### src/rtl/lzs_pkg.sv
// Shared constants and FSM state encoding for the LZS stream aligner.
package lzs_pkg;
  localparam int WORD_WIDTH    = 16;
  localparam int BUF_WIDTH_DEF = 64;

  typedef enum logic [1:0] {
    FILL,
    RUN,
    DRAIN,
    DONE
  } state_t;
endpackage

### src/rtl/lzs_stream_shift.sv
// Combinational next-value logic for the left-aligned bit buffer:
// optional consume (shift left, zero fill) followed by optional word merge.
module lzs_stream_shift
  import lzs_pkg::*;
#(
  parameter int BUF_WIDTH = BUF_WIDTH_DEF
) (
  input  logic [BUF_WIDTH-1:0]  buf_q,
  input  logic [6:0]            left_q,
  input  logic                  shift_en,
  input  logic [3:0]            shift_width,
  input  logic                  merge_en,
  input  logic [WORD_WIDTH-1:0] word,
  output logic [BUF_WIDTH-1:0]  buf_d,
  output logic [6:0]            left_d
);

  logic [BUF_WIDTH-1:0] buf_s;
  logic [6:0]           left_s;
  logic [6:0]           width_ext;

  always_comb begin
    width_ext = {3'b000, shift_width};
    buf_s     = buf_q;
    left_s    = left_q;
    if (shift_en) begin
      buf_s  = buf_q << shift_width;
      left_s = (left_q > width_ext) ? (left_q - width_ext) : '0;
    end

    // Merge lands the word MSB directly after the last bit surviving the shift.
    buf_d  = buf_s;
    left_d = left_s;
    if (merge_en) begin
      buf_d  = buf_s | ({word, {(BUF_WIDTH-WORD_WIDTH){1'b0}}} >> left_s);
      left_d = left_s + 7'd16;
    end
  end

endmodule

### src/rtl/lzs_stream_align.sv
// Aligns 16-bit compressed words into an MSB-first look-ahead window for an LZS decoder.
// Optional protocol checking is enabled by defining LZS_ALIGN_CHECK_EN.
module lzs_stream_align
  import lzs_pkg::*;
#(
  parameter int IN_WIDTH  = 13,
  parameter int BUF_WIDTH = BUF_WIDTH_DEF
) (
  input  logic                  clk,
  input  logic                  rst,
  input  logic [15:0]           word_data,
  input  logic                  word_valid,
  input  logic                  word_last,
  output logic                  word_ready,
  output logic                  stream_valid,
  output logic [IN_WIDTH-1:0]   stream_data,
  output logic                  stream_empty,
  input  logic                  stream_ack,
  input  logic [3:0]            stream_width,
  output logic                  err
);

  localparam logic [6:0] IN_W7     = 7'(IN_WIDTH);
  localparam logic [6:0] READY_MAX = 7'(BUF_WIDTH - WORD_WIDTH);

  logic [BUF_WIDTH-1:0] bit_buf;
  logic [BUF_WIDTH-1:0] bit_buf_d;
  logic [6:0]           left;
  logic [6:0]           left_d;
  state_t               state;
  state_t               state_d;
  logic                 started;
  logic                 accept;
  logic                 ack;

  assign accept = word_valid & word_ready;
  assign ack    = stream_ack & stream_valid;

  lzs_stream_shift #(
    .BUF_WIDTH(BUF_WIDTH)
  ) u_shift (
    .buf_q      (bit_buf),
    .left_q     (left),
    .shift_en   (ack),
    .shift_width(stream_width),
    .merge_en   (accept),
    .word       (word_data),
    .buf_d      (bit_buf_d),
    .left_d     (left_d)
  );

  // Transitions look at the post-edge fill level so the window is valid
  // on the same edge that makes enough bits available.
  always_comb begin
    state_d = state;
    case (state)
      FILL: begin
        if (accept && word_last)  state_d = DRAIN;
        else if (left_d >= IN_W7) state_d = RUN;
      end
      RUN: begin
        if (accept && word_last) state_d = DRAIN;
        else if (left_d < IN_W7) state_d = FILL;
      end
      DRAIN: begin
        if (left_d == '0) state_d = DONE;
      end
      DONE:    state_d = DONE;
      default: state_d = FILL;
    endcase
  end

  always_ff @(posedge clk or posedge rst) begin
    if (rst) begin
      bit_buf <= '0;
      left    <= '0;
      state   <= FILL;
      started <= 1'b0;
    end else begin
      bit_buf <= bit_buf_d;
      left    <= left_d;
      state   <= state_d;
      started <= 1'b1;
    end
  end

  assign word_ready   = started && (left <= READY_MAX) && ((state == FILL) || (state == RUN));
  assign stream_valid = (state == RUN) || ((state == DRAIN) && (left != '0));
  assign stream_data  = bit_buf[BUF_WIDTH-1 -: IN_WIDTH];
  assign stream_empty = (state == DONE);

`ifdef LZS_ALIGN_CHECK_EN
  logic err_q;
  logic err_hit;

  always_comb begin
    err_hit = 1'b0;
    if (ack && ({3'b000, stream_width} > IN_W7))                     err_hit = 1'b1;
    if (ack && (state == DRAIN) && ({3'b000, stream_width} > left))  err_hit = 1'b1;
    if (word_valid && ((state == DRAIN) || (state == DONE)))         err_hit = 1'b1;
  end

  always_ff @(posedge clk or posedge rst) begin
    if (rst)          err_q <= 1'b0;
    else if (err_hit) err_q <= 1'b1;
  end

  assign err = err_q;
`else
  assign err = 1'b0;
`endif

endmodule

### config.mk
export PLATFORM = sky130hd
export DESIGN_NAME = lzs_stream_align
export DESIGN_NICKNAME = d
export VERILOG_FILES = /design/src/rtl/lzs_pkg.sv /design/src/rtl/lzs_stream_shift.sv /design/src/rtl/lzs_stream_align.sv
export SDC_FILE = /design/constraint.sdc
export NUM_CORES = 1
export LEC_CHECK = 0
export CAP_MARGIN = 20
export CORE_ASPECT_RATIO = 1.25
export CORE_UTILIZATION = 56
export CTS_CLUSTER_SIZE = 10
export DETAILED_ROUTE_END_ITERATION = 12
export PLACE_DENSITY = 0.76
export SYNTH_ARGS = -nofsm -noshare
export SYNTH_HDL_FRONTEND = slang
export SYNTH_SLANG_ARGS = --single-unit
### constraint.sdc
create_clock -name clk -period 3.1 [get_ports clk]
set_input_delay 0.62 -clock clk [delete_from_list [all_inputs] [get_ports clk]]
set_output_delay 0.62 -clock clk [all_outputs]
set_load 0.03 [all_outputs]
== After elaboration in Yosys (flattened, before gate mapping) ==
Index checks and enable logic that the tools add are counted.
W data, S select, Z words.
Word-level totals
  register bits: 74
  input bits: 25
  output and inout bits: 17
Operators by class
  add/sub/neg operators: 2
  magnitude comparators: 4
  equal/unequal tests: 6
  shifts and indexed selects: 2
  mux-type cells: 11
  bitwise gates (word level): 3
  reductions and logical operators: 10
Operator list (count)
  $mux W64: 2
  $or A64 B64 Y64: 1
  $shl A64 B4 Y64: 1
  $shr A64 B7 Y64: 1
  $mux W7: 3
  $mux W2: 5
  $pmux W2 S4: 1
  $add A7 B5 Y7 const B: 1
  $ge A7 B4 Y1 const B: 1
  $gt A7 B4 Y1: 1
  $le A7 B6 Y1 const B: 1
  $logic_not A7 Y1: 1
  $lt A7 B4 Y1 const B: 1
  $reduce_bool A7 Y1: 1
  $sub A7 B4 Y7: 1
  $ne A3 B3 Y1 const B: 2
  $eq A2 B2 Y1 const B: 2
  $logic_and A1 B1 Y1: 4
  $reduce_and A3 Y1: 1
  $and A1 B1 Y1: 2
  $eq A2 B1 Y1 const B: 1
  $logic_not A2 Y1: 1
  $logic_or A1 B1 Y1: 2
  $ne A2 B2 Y1 const B: 1

== Longest topological paths before layout ==
Gate-level depths: netlist of run 1.
  depth in word-level cells: 11
  mapped depth: 17
  depth with buffers taken out: 15

== Hierarchy ==
From an unflattened synthesis of run 1, not the netlist that was laid out.
Second synthesis, totals
  cells, all modules: 910
  area, all modules: 7816.2 um^2
By module, submodules not included
  lzs_stream_shift: times used 1, cells each 800, area each 5701.7 um^2
  lzs_stream_align: times used 1, cells each 110, area each 2114.5 um^2

== Worst setup path after synthesis of run 1 ==
No wires, ideal clock.
  kind: input -> register
  from: input port stream_width[2]
  to: register state[0]
  setup time: 0.118 ns
  arrival: 3.952 ns
  data required time: 2.982 ns
  path slack: -0.970 ns
  stages: 15
  path buffers: 2
  cell sequence: clkbuf_1 > clkinv_1 > clkbuf_1 > ha_1 > o21a_1 > o21a_1 > or4_1 > mux2i_1 > inv_1 > ha_1 > and3_1 > xnor2_1 > nor3_1 > a41o_1 > a21o_1
Between the ends
  word-level cells in the longest chain between the ends: 8
  elaborated cells on any way between the ends: 13
  classes of those cells: add/sub (2); order compare (3); eq/ne (3); mux (3); reduce/logical (2)
Ends and longest elaborated chain
  start: declaration: line lzs_stream_align.sv:19  | input logic [3:0] stream_width,
  $sub A7 B4 Y7 or $gt A7 B4 Y1 (tied branches): line lzs_stream_shift.sv:28  | left_s = (left_q > width_ext) ? (left_q - width_ext) : '0;
  $mux W7 *: line lzs_stream_shift.sv:28
  $mux W7 *: line lzs_stream_shift.sv:26  | if (shift_en) begin
  $add A7 B5 Y7: line lzs_stream_shift.sv:36  | left_d = left_s + 7'd16;
  $mux W7 *: line lzs_stream_shift.sv:34  | if (merge_en) begin
  named net left_d[6]: line lzs_stream_align.sv:29  | logic [6:0] left_d;
  $lt A7 B4 Y1 (tied with other cells): line lzs_stream_align.sv:63  | else if (left_d < IN_W7) state_d = FILL;
  $ne A3 B3 Y1 (no source line) or $ne A2 B2 Y1 (tied branches)
  $reduce_and A3 Y1 (no source line) *
  end signal: assignment: line lzs_stream_align.sv:82  | state <= state_d;
  end: declaration: line lzs_stream_align.sv:30  | state_t state;
Mark *: on every way through the listed nets, which the timed path passes. The rest lies on a longest branch.
A chain may end at the register's enable or synchronous reset.

== Worst setup path in the final report of run 1 ==
  from: register left[0]
  to: register bit_buf[34]
Between the ends
  word-level cells in the longest chain between the ends: 8
  elaborated cells on any way between the ends: 16
  classes of those cells: add/sub (1); order compare (2); shift (1); mux (4); bitwise (3); reduce/logical (5)
Ends and longest elaborated chain
  start: declaration: line lzs_stream_align.sv:28  | logic [6:0] left;
  start signal: assignment: line lzs_stream_align.sv:81  | left <= left_d;
  branches (longest 7 deep; another with $sub A7 B4 Y7)
  $mux W64 *: line lzs_stream_shift.sv:34
  named net bit_buf_d[34]: line lzs_stream_align.sv:27  | logic [BUF_WIDTH-1:0] bit_buf_d;
  end signal: assignment: line lzs_stream_align.sv:80  | bit_buf <= bit_buf_d;
  end: declaration: line lzs_stream_align.sv:26  | logic [BUF_WIDTH-1:0] bit_buf;
Mark *: on every way through the listed nets, which the timed path passes.

==> results.toml, run 1 <==
[floorplanning]
die_h_um = 132
core_area_sq_um = 13200
die_w_um = 106
die_area_sq_um = 14000
ios = 42
rows = 47
initial_core_util = 0.573

[worst_setup_path]
r2r.worst_path.cells = 12
endpoint_kind = "flop"
critPathMaxFanout = 19
slowest_delay_ns = 0.55
r2r_slack_ns = -0.20
worstPathRequired_ns = 3.29
timing.rr.start = "left[0]$_DFF_PP0_"
crit_path_frequent_cell = "buf_4"
critPathKind = "reg2reg"
cp-start-kind = "flop"
path_cells = "or4_4, o221ai_4, buf_6, inv_2, buf_4, a2bb2oi_1, nor2_1, nand2_2, nor3_1, buf_4, a221oi_1, o21ai_1"
worstPathArrival_ns = 3.49
rr_endpoint = "bit_buf[34]$_DFF_PP0_"
critPathSlowestCell = "or4_4"

[timing]
finalMaxSlewViolations = 0
timing.final.crit_share = 1.06
max_freq_mhz = 303
slew_headroom = 0.446
fin_hold_ws_ns = 0.546
worst_slack_ns = -0.201
finalSetupViolCount = 35
grt_setup_unrepaired = "true"
tightest_slew_ns = 0.831
fin_skew_ns = 0.0117
tns_ns = -2.19
min_period_ns = 3.30
hold_viol_final = 0

[global_routing]
grt_use_total = 0.440
grt_overflow = 0
grt_antenna_before_repair = 0
grt_pass1_vias = 8542
grt_max_degree = 81
grt_pass1_wl_mm = 46.3

[detailed_routing]
dr_total_vias = 8750
wl_per_cell_um = 25.0
drtIter0Drc = 865
drc = 0
finalWirelength_mm = 31.5
drt_first_pass_iters = 5
antenna_left = 0
vias_per_cell = 6.95

[pwr]
p_per_area_nw_per_um2 = 1320
p_leak_nw = 4.54
power_mw = 13.9
vdd_drop_max_uv = 1170

[placed_design]
io_buffers = 40
gp_congestion = 0.993
post-dp-hpwl_mm = 22.6

[clocking]
cts_made_buffers = 9
ctsHtreeMaxLevel = 3
clk_latency_ns = 0.34
hold_buffers = 0
clockBufferDepth = 2
clk_pin_slew_ns = 0.06
cts_num_sinks = 74
cts_root_buf = "clkbuf_16"
cts_tree = "built"

[logic_synthesis]
yosysTopAreaCell = "dfrtp_1"
synth_area_sq_um = 7580
yosysTopAreaCellShare = 0.244
avgSynthCellArea_sq_um = 8.33
synthDistinctLibCells = 70
synth.area.top_cells = "dfrtp_1, mux4_2, mux2i_1, nand2_1, a21oi_1"
ys_async_sr_fraction = 1.00
synth_seq_area_share = 0.244
synth_edf_count = 0
postSynthCellCount = 910
synth-main-ff-cell = "dfrtp_1"
synth.ff_latch_count = 74
yosysWarnings = 0
synthesis.nets = 942

[finish]
fin_util = 0.798
layout_commonest_cell = "buf_4"
syn_to_final_growth_pct = 39.2
drive_above_1_share = 0.383
fin_nets = 1115
antenna_cells = 0
final_cell_mix = "buf_4, nand2_1, dfrtp_1"

[status]
violations = "negative setup slack"
status = "complete, but fails checks"

[hold_path]
min_to = "bit_buf[24]$_DFF_PP0_"
min_from = "bit_buf[24]$_DFF_PP0_"
hold_class = "reg2reg"
hold_path_depth = 2

[flow_run]
cap_violations = 0
-- power by group --
part / leakage (nW) / switching, mW / internal (mW)
clock network: 0.152 / 0.405 / 0.651
logic: 3.45 / 5.77 / 5.10
registers: 0.933 / 0.581 / 1.40
-- routing by layer --
layer	share of wire	wire, um	vias to the layer above	GRT usage
li1	-	-	3779	-
met1	0.34	10700	4191	0.493
met2	0.48	15300	603	0.724
met3	0.090	2840	177	0.0880
met4	0.086	2720	0	0.353
met5	0	0	-	0
-- worst max-delay path by stage --
stage                            endpoint              start  slack, ns  depth (start not counted)
finish              bit_buf[34]$_DFF_PP0_  left[0]$_DFF_PP0_      -0.20                         12
global route        bit_buf[21]$_DFF_PP0_  left[6]$_DFF_PP0_      -0.21                         12
floorplan            state[0]$_DFFE_PP0P_    stream_width[1]      -0.28                         15
global placement    bit_buf[10]$_DFF_PP0_    stream_width[1]      -0.39                         13
detailed placement  bit_buf[10]$_DFF_PP0_    stream_width[1]      -0.39                         13
CTS                 bit_buf[21]$_DFF_PP0_  left[4]$_DFF_PP0_      -0.05                         11
-- logic make-up after synthesis --
kind of cell               after synthesis  share of synthesized area
and+or+nand+nor                        310                      0.184
AOI/OAI and AO/OA                      281                      0.248
muxes                                  128                      0.243
DFF                                     74                      0.244
adders and majority gates                7                     0.0125
xor gates and xnor gates                 3                    0.00347
other                                    2                   0.000991
buffers and inverters                  105                     0.0642
-- synth_stat cells (3+ instances only) --
cell and number:
nand3_1 32, a21o_1 8, mux4_2 42, dfrtp_1 74
and3_1 18, nor2b_1 16, o21ai_1 3, o21ai_0 59
nand2_1 129, buf_6 3, and2_1 7, nor3_1 14
nor2_1 77, mux2_2 12, buf_1 17, o31ai_1 3
inv_1 15, buf_2 14, a221o_1 12, a31o_2 3
o221ai_1 15, a31oi_1 12, ha_1 6, clkbuf_1 40
buf_4 14, a211oi_1 38, a21oi_1 70, mux2i_1 72
a211o_1 6, a221oi_1 7, o211ai_1 6, o21a_1 5
a22oi_1 10, o22ai_1 3
-- state kept, by name (all words and copies together), names as in the netlist --
signal / count
left: 7
bit_buf: 64
started: 1
state: 2
-- what timing repair did --
| action | CTS | global route |
|---|---|---|
| gates resized for setup | 58 | 101 |
| endpoints found under the hold margin | 0 | 0 |
| gates cloned | 2 | 1 |
| setup endpoints to repair | 60 | 64 |
| buffers inserted | 20 | 6 |
| pin swaps | 21 | 29 |
-- cell type report --
class,instances,area (sq um)
Multi-Input combinational cell,731,5960
Fill cell,894,2680
Timing Repair Buffer,249,2120
Sequential cell,74,1850
Clock buffer,15,298
Tap cell,171,214
Inverter,17,101
Timing Repair inverter,1,8.76
Clock inverter,1,5.00
-- stage by stage --
step / setup WS [ns] / cells / instance area [sq um]
global route: -0.205 / 1259 / 10600
detailed placement: -0.394 / 1215 / 9420
floorplan: -0.282 / 910 / 7910
finish: -0.201 / 1259 / 10600
CTS: -0.0460 / 1253 / 10100
global placement: -0.386 / 1215 / 9420
-- critical path: cells and delay by family (launching register included) --
| family | cells | cell delay, ns |
|---|---|---|
| buffers and inverters | 4 | 0.61 |
| flip-flops | 1 | 0.41 |
| AO/OA/AOI/OAI | 4 | 1.16 |
| AND/OR/NAND/NOR | 4 | 0.97 |
No activity file was read; power rests on OpenSTA's default activity.
==> run 2, diff against run 1 <==
--- a/config.mk
+++ b/config.mk
@@ -11,6 +11,7 @@
 export CTS_CLUSTER_SIZE = 10
 export DETAILED_ROUTE_END_ITERATION = 12
 export PLACE_DENSITY = 0.76
+export SKIP_LAST_GASP = 1
 export SYNTH_ARGS = -nofsm -noshare
 export SYNTH_HDL_FRONTEND = slang
 export SYNTH_SLANG_ARGS = --single-unit
==> run 2 against run 1 <==
  * The flow still finishes with violations (negative setup slack)
  * Non-clock buffer count increased by 11
  * Worst hold slack improved by 0.0030 ns
  * Count of clock-buffer cells in the layout is the same
  * Critical path type unchanged
  * Largest cell class unchanged
  * Largest power group unchanged
==> results.toml, run 2 (synthesized netlist as in run 1, its figures left out) <==
[status]
status = "complete, but fails checks"
violations = "negative setup slack"

[finish]
top_register = "bit_buf"
final_cell_mix = "buf_4, nand2_1, dfrtp_1"
largest_reg_flops = 64
fin_cells = 1270
reg_top3 = "bit_buf x64, left x7, state x2"
design_area_sq_um = 10800
fin_nets = 1126
layout_commonest_cell = "buf_4"
fillers = 835
drive_above_1_share = 0.397
syn_to_final_growth_pct = 42.7
antenna_cells = 0

[clocking]
cts_root_buf = "clkbuf_16"
hold_buffers = 0
cts_num_sinks = 74
cts_tree = "built"
clockBufferDepth = 2
cts_made_buffers = 9
ctsHtreeMaxLevel = 3
clk_pin_slew_ns = 0.06
clk_latency_ns = 0.34

[floorplanning]
initial_core_util = 0.573
die_area_sq_um = 14000
ios = 42
die_w_um = 106
core_area_sq_um = 13200
die_h_um = 132
rows = 47

[worst_setup_path]
r2r_slack_ns = -0.16
timing.rr.start = "left[0]$_DFF_PP0_"
r2r.worst_path.cells = 11
cp-start-kind = "flop"
rr_endpoint = "bit_buf[21]$_DFF_PP0_"
startpoint = "left[0]$_DFF_PP0_"
worstPathRequired_ns = 3.33
worstPathArrival_ns = 3.49
critPathMaxFanout = 5
cp-endpoint = "bit_buf[21]$_DFF_PP0_"
critPathKind = "reg2reg"
endpoint_kind = "flop"

[timing]
timing.final.crit_share = 1.05
worst_slack_ns = -0.160
fin_skew_ns = 0.0130
finalMaxSlewViolations = 0
hold_viol_final = 0
max_freq_mhz = 307
finalSetupViolCount = 47
tightest_slew_ns = 0.837
grt_setup_unrepaired = "true"
min_period_ns = 3.26
tns_ns = -3.31
slew_headroom = 0.442

[placed_design]
place_area_sq_um = 9420
dp_cells = 1215
gp_congestion = 0.993
post-dp-hpwl_mm = 22.6
place_ws_ns = -0.394
io_buffers = 40

[pwr]
p_leak_nw = 4.65
pwr-share-clk = 0.073
swShare = 0.481
power.share.combinational = 0.789
seq_power_share = 0.137
p_per_area_nw_per_um2 = 1330
power_mw = 14.4
net-switching-power_mw = 6.94
intPower_mw = 7.49
vdd_drop_max_uv = 1300

[global_routing]
grt_pass1_vias = 8539
grt_antenna_before_repair = 0
grt_use_total = 0.440
grt_max_degree = 81
grt_overflow = 0
grt_pass1_wl_mm = 46.4

[detailed_routing]
wl_per_cell_um = 25.3
vias_per_cell = 7.01
dr_total_vias = 8908
antenna_left = 0
drt_first_pass_iters = 8
drtIter0Drc = 919
finalWirelength_mm = 32.1
drc = 0

[hold_path]
hold_path_depth = 2
hold_class = "reg2reg"

[flow_run]
cap_violations = 0
run 2: cell types whose count changed in the layout (fill, tap and decap cells not counted), sizes merged:
cell / before / now
buf: 212 / 223
run 2: area by class of cell:
| type | instances | area [sq um] | area share |
|---|---|---|---|
| Timing Repair Buffer | 260 | 2260 | 0.209 |
| Timing Repair inverter | 1 | 8.76 | 0.000810 |
| Inverter | 17 | 104 | 0.00960 |
| Sequential cell | 74 | 1850 | 0.171 |
| Clock inverter | 1 | 5.00 | 0.000463 |
| Clock buffer | 15 | 298 | 0.0275 |
| Multi-Input combinational cell | 731 | 6070 | 0.562 |
| Tap cell | 171 | 214 | 0.0198 |
run 2: stage by stage:
stage                     hold slack (ns)   util
final                               0.549  0.817
after global routing                0.575  0.817
after CTS                           0.535  0.763
after detailed placement            0.523  0.712
after global placement              0.513  0.712
after floorplan                     0.475      -
run 2: critical path: stages, from the launching register on:
cell      delay [ns]
dfrtp_1         0.42
or4_4           0.56
o221ai_4        0.26
buf_6           0.15
a211oi_4        0.05
nor2_4          0.14
buf_8           0.15
mux2i_2         0.26
mux2i_1         0.15
mux2_4          0.32
a221o_1         0.35
a221o_1         0.31
run 2: worst min path at each step:
| stage | from | to | slack [ns] |
|---|---|---|---|
| 4_1_cts | bit_buf[24]$_DFF_PP0_ | bit_buf[24]$_DFF_PP0_ | 0.54 |
| 3_3_place_gp | bit_buf[63]$_DFF_PP0_ | bit_buf[63]$_DFF_PP0_ | 0.51 |
| 5_1_grt | bit_buf[63]$_DFF_PP0_ | bit_buf[63]$_DFF_PP0_ | 0.57 |
| 2_1_floorplan | bit_buf[63]$_DFF_PP0_ | bit_buf[63]$_DFF_PP0_ | 0.47 |
| 3_5_place_dp | bit_buf[24]$_DFF_PP0_ | bit_buf[24]$_DFF_PP0_ | 0.52 |
| 6_report | bit_buf[24]$_DFF_PP0_ | bit_buf[24]$_DFF_PP0_ | 0.55 |
run 2: power by group through the flow:
stage	Sequential, mW	Clock, mW	Combinational (mW)
detailed placement	1.94	0	8.82
global placement	1.89	0	8.71
CTS	1.93	1.05	9.48
global route	2.01	1.10	11.8
finish	1.98	1.06	11.4
floorplan	1.75	0	4.97
run 2: what timing repair did:
item,4_1_cts,5_1_grt
endpoints found under the hold margin,0,0
cloned,2,1
setup endpoints to repair,60,64
resized for setup,57,136
setup buffers,20,19
pin swaps,21,37
run 2: per-layer routing:
layer  vias to the layer above  wire length (um)  GRT usage
li1                       3798                 -          -
met1                      4207             10600      0.493
met2                       710             15500      0.722
met3                       193              3250     0.0895
met4                         0              2850      0.358
met5                         -                 0          0
